### config.mk
export PLATFORM = sky130hd
export DESIGN_NAME = row_ptr_sequencer
export DESIGN_NICKNAME = d
export VERILOG_FILES = /design/src/rtl/row_ptr_sequencer.sv
export SDC_FILE = /design/constraint.sdc
export NUM_CORES = 1
export LEC_CHECK = 0
export BUFFER_PORTS_ARGS = -buffer_cell sky130_fd_sc_hd__buf_2
export CORE_ASPECT_RATIO = 0.9
export CORE_MARGIN = 3
export CORE_UTILIZATION = 50
export CTS_BUF_LIST = sky130_fd_sc_hd__clkbuf_16
export CTS_CLUSTER_SIZE = 12
export DETAILED_ROUTE_END_ITERATION = 6
export PLACE_DENSITY = 0.79
export SLEW_MARGIN = 20
export SYNTH_ARGS = -nofsm -noshare
export SYNTH_HDL_FRONTEND = slang
export SYNTH_SLANG_ARGS = --single-unit
export TNS_END_PERCENT = 10
### constraint.sdc
create_clock -name clk -period 2.5 [get_ports clk]
set_input_delay 0.5 -clock clk [delete_from_list [all_inputs] [get_ports clk]]
set_output_delay 0.5 -clock clk [all_outputs]
set_load 0.005 [all_outputs]
### src/rtl/row_ptr_sequencer.sv
// Row pointer sequencer: steps a row pointer up or down through a frame of L rows,
// counting completed frames and ending the run after a programmed frame count.
module row_ptr_sequencer #(
    parameter int unsigned NUM_ROWS   = 8,
    parameter int unsigned PTR_BITS   = $clog2(NUM_ROWS),
    parameter int unsigned FRAME_BITS = 8
) (
    input  logic                  clk,
    input  logic                  reset_n,
    input  logic                  start,
    input  logic                  stop,
    input  logic                  advance,
    input  logic                  dir,
    input  logic [PTR_BITS:0]     active_rows,
    input  logic [FRAME_BITS-1:0] num_frames,
    input  logic                  load,
    input  logic [PTR_BITS-1:0]   load_ptr,
    output logic [PTR_BITS-1:0]   row_ptr,
    output logic                  busy,
    output logic                  row_first,
    output logic                  row_last,
    output logic                  wrap,
    output logic                  done,
    output logic [FRAME_BITS-1:0] frame_cnt
);

    typedef enum logic {StIdle, StRun} state_e;

    localparam logic [PTR_BITS:0] MaxRows = (PTR_BITS + 1)'(NUM_ROWS);

    state_e                  state_q, state_d;
    logic [PTR_BITS-1:0]     ptr_q, ptr_d;
    logic [FRAME_BITS-1:0]   frame_q, frame_d;
    logic [FRAME_BITS-1:0]   nf_q, nf_d;
    logic [PTR_BITS:0]       limit_q, limit_d;
    logic                    dir_q, dir_d;
    logic                    wrap_q, wrap_d;
    logic                    done_q, done_d;

    logic [PTR_BITS:0]       limit_start;
    logic [PTR_BITS-1:0]     last_start;
    logic [PTR_BITS-1:0]     last_q;
    logic [PTR_BITS-1:0]     load_clamped;
    logic [FRAME_BITS-1:0]   frame_inc;
    logic                    at_end;

    // Out-of-range row counts (zero or above NUM_ROWS) fall back to the full array.
    assign limit_start  = (active_rows != '0 && active_rows <= MaxRows) ? active_rows : MaxRows;
    assign last_start   = PTR_BITS'(limit_start - 1'b1);
    assign last_q       = PTR_BITS'(limit_q - 1'b1);
    assign load_clamped = ({1'b0, load_ptr} >= limit_q) ? last_q : load_ptr;
    assign frame_inc    = frame_q + 1'b1;
    assign at_end       = dir_q ? (ptr_q == '0) : (ptr_q == last_q);

    always_ff @(posedge clk) begin
        if (!reset_n) begin
            state_q <= StIdle;
            ptr_q   <= '0;
            frame_q <= '0;
            nf_q    <= '0;
            limit_q <= MaxRows;
            dir_q   <= 1'b0;
            wrap_q  <= 1'b0;
            done_q  <= 1'b0;
        end else begin
            state_q <= state_d;
            ptr_q   <= ptr_d;
            frame_q <= frame_d;
            nf_q    <= nf_d;
            limit_q <= limit_d;
            dir_q   <= dir_d;
            wrap_q  <= wrap_d;
            done_q  <= done_d;
        end
    end

    always_comb begin
        state_d = state_q;
        ptr_d   = ptr_q;
        frame_d = frame_q;
        nf_d    = nf_q;
        limit_d = limit_q;
        dir_d   = dir_q;
        wrap_d  = 1'b0;
        done_d  = 1'b0;
        unique case (state_q)
            StIdle: begin
                if (start) begin
                    state_d = StRun;
                    limit_d = limit_start;
                    dir_d   = dir;
                    nf_d    = num_frames;
                    frame_d = '0;
                    ptr_d   = dir ? last_start : '0;
                end
            end
            StRun: begin
                if (stop) begin
                    state_d = StIdle;
                    done_d  = 1'b1;
                    ptr_d   = '0;
                end else if (load) begin
                    ptr_d = load_clamped;
                end else if (advance) begin
                    if (at_end) begin
                        wrap_d  = 1'b1;
                        frame_d = frame_inc;
                        if (nf_q != '0 && frame_inc == nf_q) begin
                            state_d = StIdle;
                            done_d  = 1'b1;
                            ptr_d   = '0;
                        end else begin
                            ptr_d = dir_q ? last_q : '0;
                        end
                    end else begin
                        ptr_d = dir_q ? ptr_q - 1'b1 : ptr_q + 1'b1;
                    end
                end
            end
            default: state_d = StIdle;
        endcase
    end

    always_comb begin
        busy      = (state_q == StRun);
        row_ptr   = ptr_q;
        wrap      = wrap_q;
        done      = done_q;
        frame_cnt = frame_q;
        row_first = busy && (dir_q ? (ptr_q == last_q) : (ptr_q == '0));
        row_last  = busy && (dir_q ? (ptr_q == '0) : (ptr_q == last_q));
    end

endmodule

==> results_dict.tcl <==
set metrics [dict create \
    setup_viol 0 \
    largest_net_degree_at_the_start_of_global_routing 24 \
    cts_tree "done" \
    timing.final.crit_share_pct 94.1 \
    die_width_um 70.2 \
    netlist_top_cells_count "36 x nand2_1, 30 x a21oi_1, 27 x dfxtp_1" \
    first_global_vias 1691 \
    timing.critical_path.from_type "flip-flop" \
    gpl.final_weighted_congestion 0.941 \
    route.antenna.remaining_nets 0 \
    powerDensity_nw_per_um2 491 \
    place_ws_ns 0.253 \
    instances_no_fill 318 \
    clock_sinks 27 \
    route.vias.total 1826 \
    initial_core_util_pct 53.3 \
    async_flop_share_pct 0 \
    tns_setup_ns 0 \
    most_instantiated_library_cell_after_synthesis "nand2_1" \
    run_status "finished, final reports clean" \
    vias_per_cell 5.74 \
    worstHoldPathType "input port to flip-flop" \
    cells_after_synthesis 242 \
    final_critical_path_setup_slack_ns 0.147 \
    num_io_pins 38 \
    ctsHoldBuffers 0 \
    detail_route.iter0.violations 175 \
    leakage_nw 0.896 \
    worst-path-max-fanout 8 \
    postCtsSetupRepairBufs 0 \
    root_buffer_master "clkbuf_16" \
    avgRoutedWirePerCell_um 14.1 \
    first_pass_drt_iterations 4 \
    postRouteWirelength_um 4490 \
    critPathArrivalTime_ns 1.85 \
    synth_top_cells_by_area "dfxtp_1 29%, a21oi_1 8.1%, nand2_1 7.3%, ha_1 4.1%, nor2_1 3.8%" \
    cts.htree.levels 1 \
    cts_max_path_buffers 2 \
    grt_use_total_pct 20.9 \
    n_antenna_cell 0 \
    die_area_sq_um 4470 \
    syn_nets 271 \
    yosys_register_bits 27 \
    skew_ns 0.00420 \
    synth.lib_cells_used.distinct 51 \
    setup.worst_path.class "flip-flop to output port" \
    hold_violations 0 \
    grt_first_pass_wirelength_um 7680 \
    synthesis.yosys.warnings 0 \
    cts_resized 0 \
    worst_ep_required_time_ns 2.00 \
    clock_insertion_delay_worst_skew_ns 0.26 \
    clock_pin_slew_of_the_registers_on_the_worst_case_setup_and_hold_paths_ns 0.07 \
    ys_seq_area_share_pct 29.2 \
    globalRoute.totalOverflow 0 \
    dieHeight_um 63.8 \
    max_slew_margin_pct 62.2 \
    yosysTopAreaCell "dfxtp_1" \
    slew_viol_final 0 \
    max_freq_mhz 425 \
    syn_area_sq_um 1850 \
    drv_cap 0 \
    place.detailed.instances 314 \
    crit_path_capture_type "output port" \
    area.growth.synth_to_final_pct 15.7 \
    most_instantiated_flip_flop_cell_in_the_synthesis_netlist "dfxtp_1" \
    fraction_of_layout_cells_with_a_size_suffix_above_1_pct 19.0 \
    synth_area_per_cell_sq_um 7.66 \
    worst_pin_slew_ns 0.566 \
    final_nets 304 \
    synth-edff-count 0 \
    drcViolationCount 0 \
    period_needed_ns 2.35 \
    tritoncts.num_buffers 3 \
    post-dp-hpwl_um 3400 \
    antenna_found_initial 0 \
    vdd_drop_max_v 0.000345 \
    rsz_0062_raised_after_global_routing "false" \
    core_region_area_sq_um 3480 \
    port-buffer-count 37 \
    fp-row-count 20 \
    yosys.area.top_type_share_pct 29.2 \
]
## power breakdown
part           total [mW]  internal (mW)  switching [mW]
Sequential          0.481          0.449          0.0326
Clock               0.358          0.214           0.144
Combinational       0.214         0.0971           0.117
Total                1.05          0.760           0.293
## cell type report
| cell class | instances | area (sq um) |
|---|---|---|
| Clock inverter | 1 | 3.75 |
| Sequential cell | 27 | 541 |
| Multi-Input combinational cell | 192 | 1210 |
| Clock buffer | 3 | 75.1 |
| Inverter | 9 | 33.8 |
| Fill cell | 338 | 1330 |
| Tap cell | 44 | 55.1 |
| Timing Repair Buffer | 42 | 223 |
## path summary, 6_finish.rpt
kind	cells after the start	to	slack, ns	from
max	4	row_last	0.15	row_ptr[2]
min	3	nf_q[5]	0.47	num_frames[5]
min reg2reg	2	nf_q[1]	0.48	nf_q[1]
max reg2reg	7	busy	0.21	frame_cnt[1]
## registers in the layout, summed over array words and instances (netlist names)
register	flops
busy	1
dir_q	1
done	1
frame_cnt	8
limit_q	4
nf_q	8
row_ptr	3
wrap	1
## worst max-delay path: stages (launching register included)
cell and delay [ns]:
dfxtp_1 0.53, xnor3_2 0.46, a41oi_4 0.27, and2b_1 0.21
buf_2 0.12
## routing by layer
| metal | vias up | global-route usage (%) | share of wire (%) |
|---|---|---|---|
| met1 | 818 | 30.2 | 49 |
| met4 | 0 | 5.26 | 0.78 |
| met5 | - | 0 | 0 |
| met2 | 81 | 31.6 | 43 |
| li1 | 923 | - | - |
| met3 | 4 | 4.72 | 7.4 |
## through the flow
| step | cell area [sq um] | hold WS, ns | utilization (%) | power [mW] |
|---|---|---|---|---|
| after CTS | 2140 | 0.474 | 61.7 | 1.06 |
| after global routing | 2140 | 0.488 | 61.7 | 1.11 |
| after floorplan | 1850 | 0.461 | - | 0.639 |
| final | 2140 | 0.473 | 61.7 | 1.05 |
| after global placement | 2070 | 0.471 | 59.4 | 0.697 |
| after detailed placement | 2070 | 0.476 | 59.4 | 0.702 |
## cell families after synthesis
kind of cell	synth area share (%)
buffers and inverters	5.33
adders and majority gates	5.13
DFF	29.2
xor gates and xnor gates	7.29
AOI/OAI and AO/OA	23.1
muxes	2.77
and+or+nand+nor	27.2
## placed cells by master, fill, tap and decap left out, types with 2 or more instances in the layout
cell type,instances
a2111oi_0,2
a211oi_1,2
a21oi_1,30
a41o_1,2
and2_1,2
buf_2,37
buf_4,5
clkbuf_16,3
dfxtp_1,27
ha_1,6
inv_1,10
mux2i_1,4
nand2_1,36
nand2b_1,7
nand3_1,8
nand4_1,2
nor2_1,19
nor2b_1,7
nor3_1,8
nor4_1,3
o211ai_1,3
o21ai_0,10
o31ai_1,3
or3_1,4
xnor2_1,6
xor2_1,3
xor2_2,2
(Power assumes the default switching activity.)
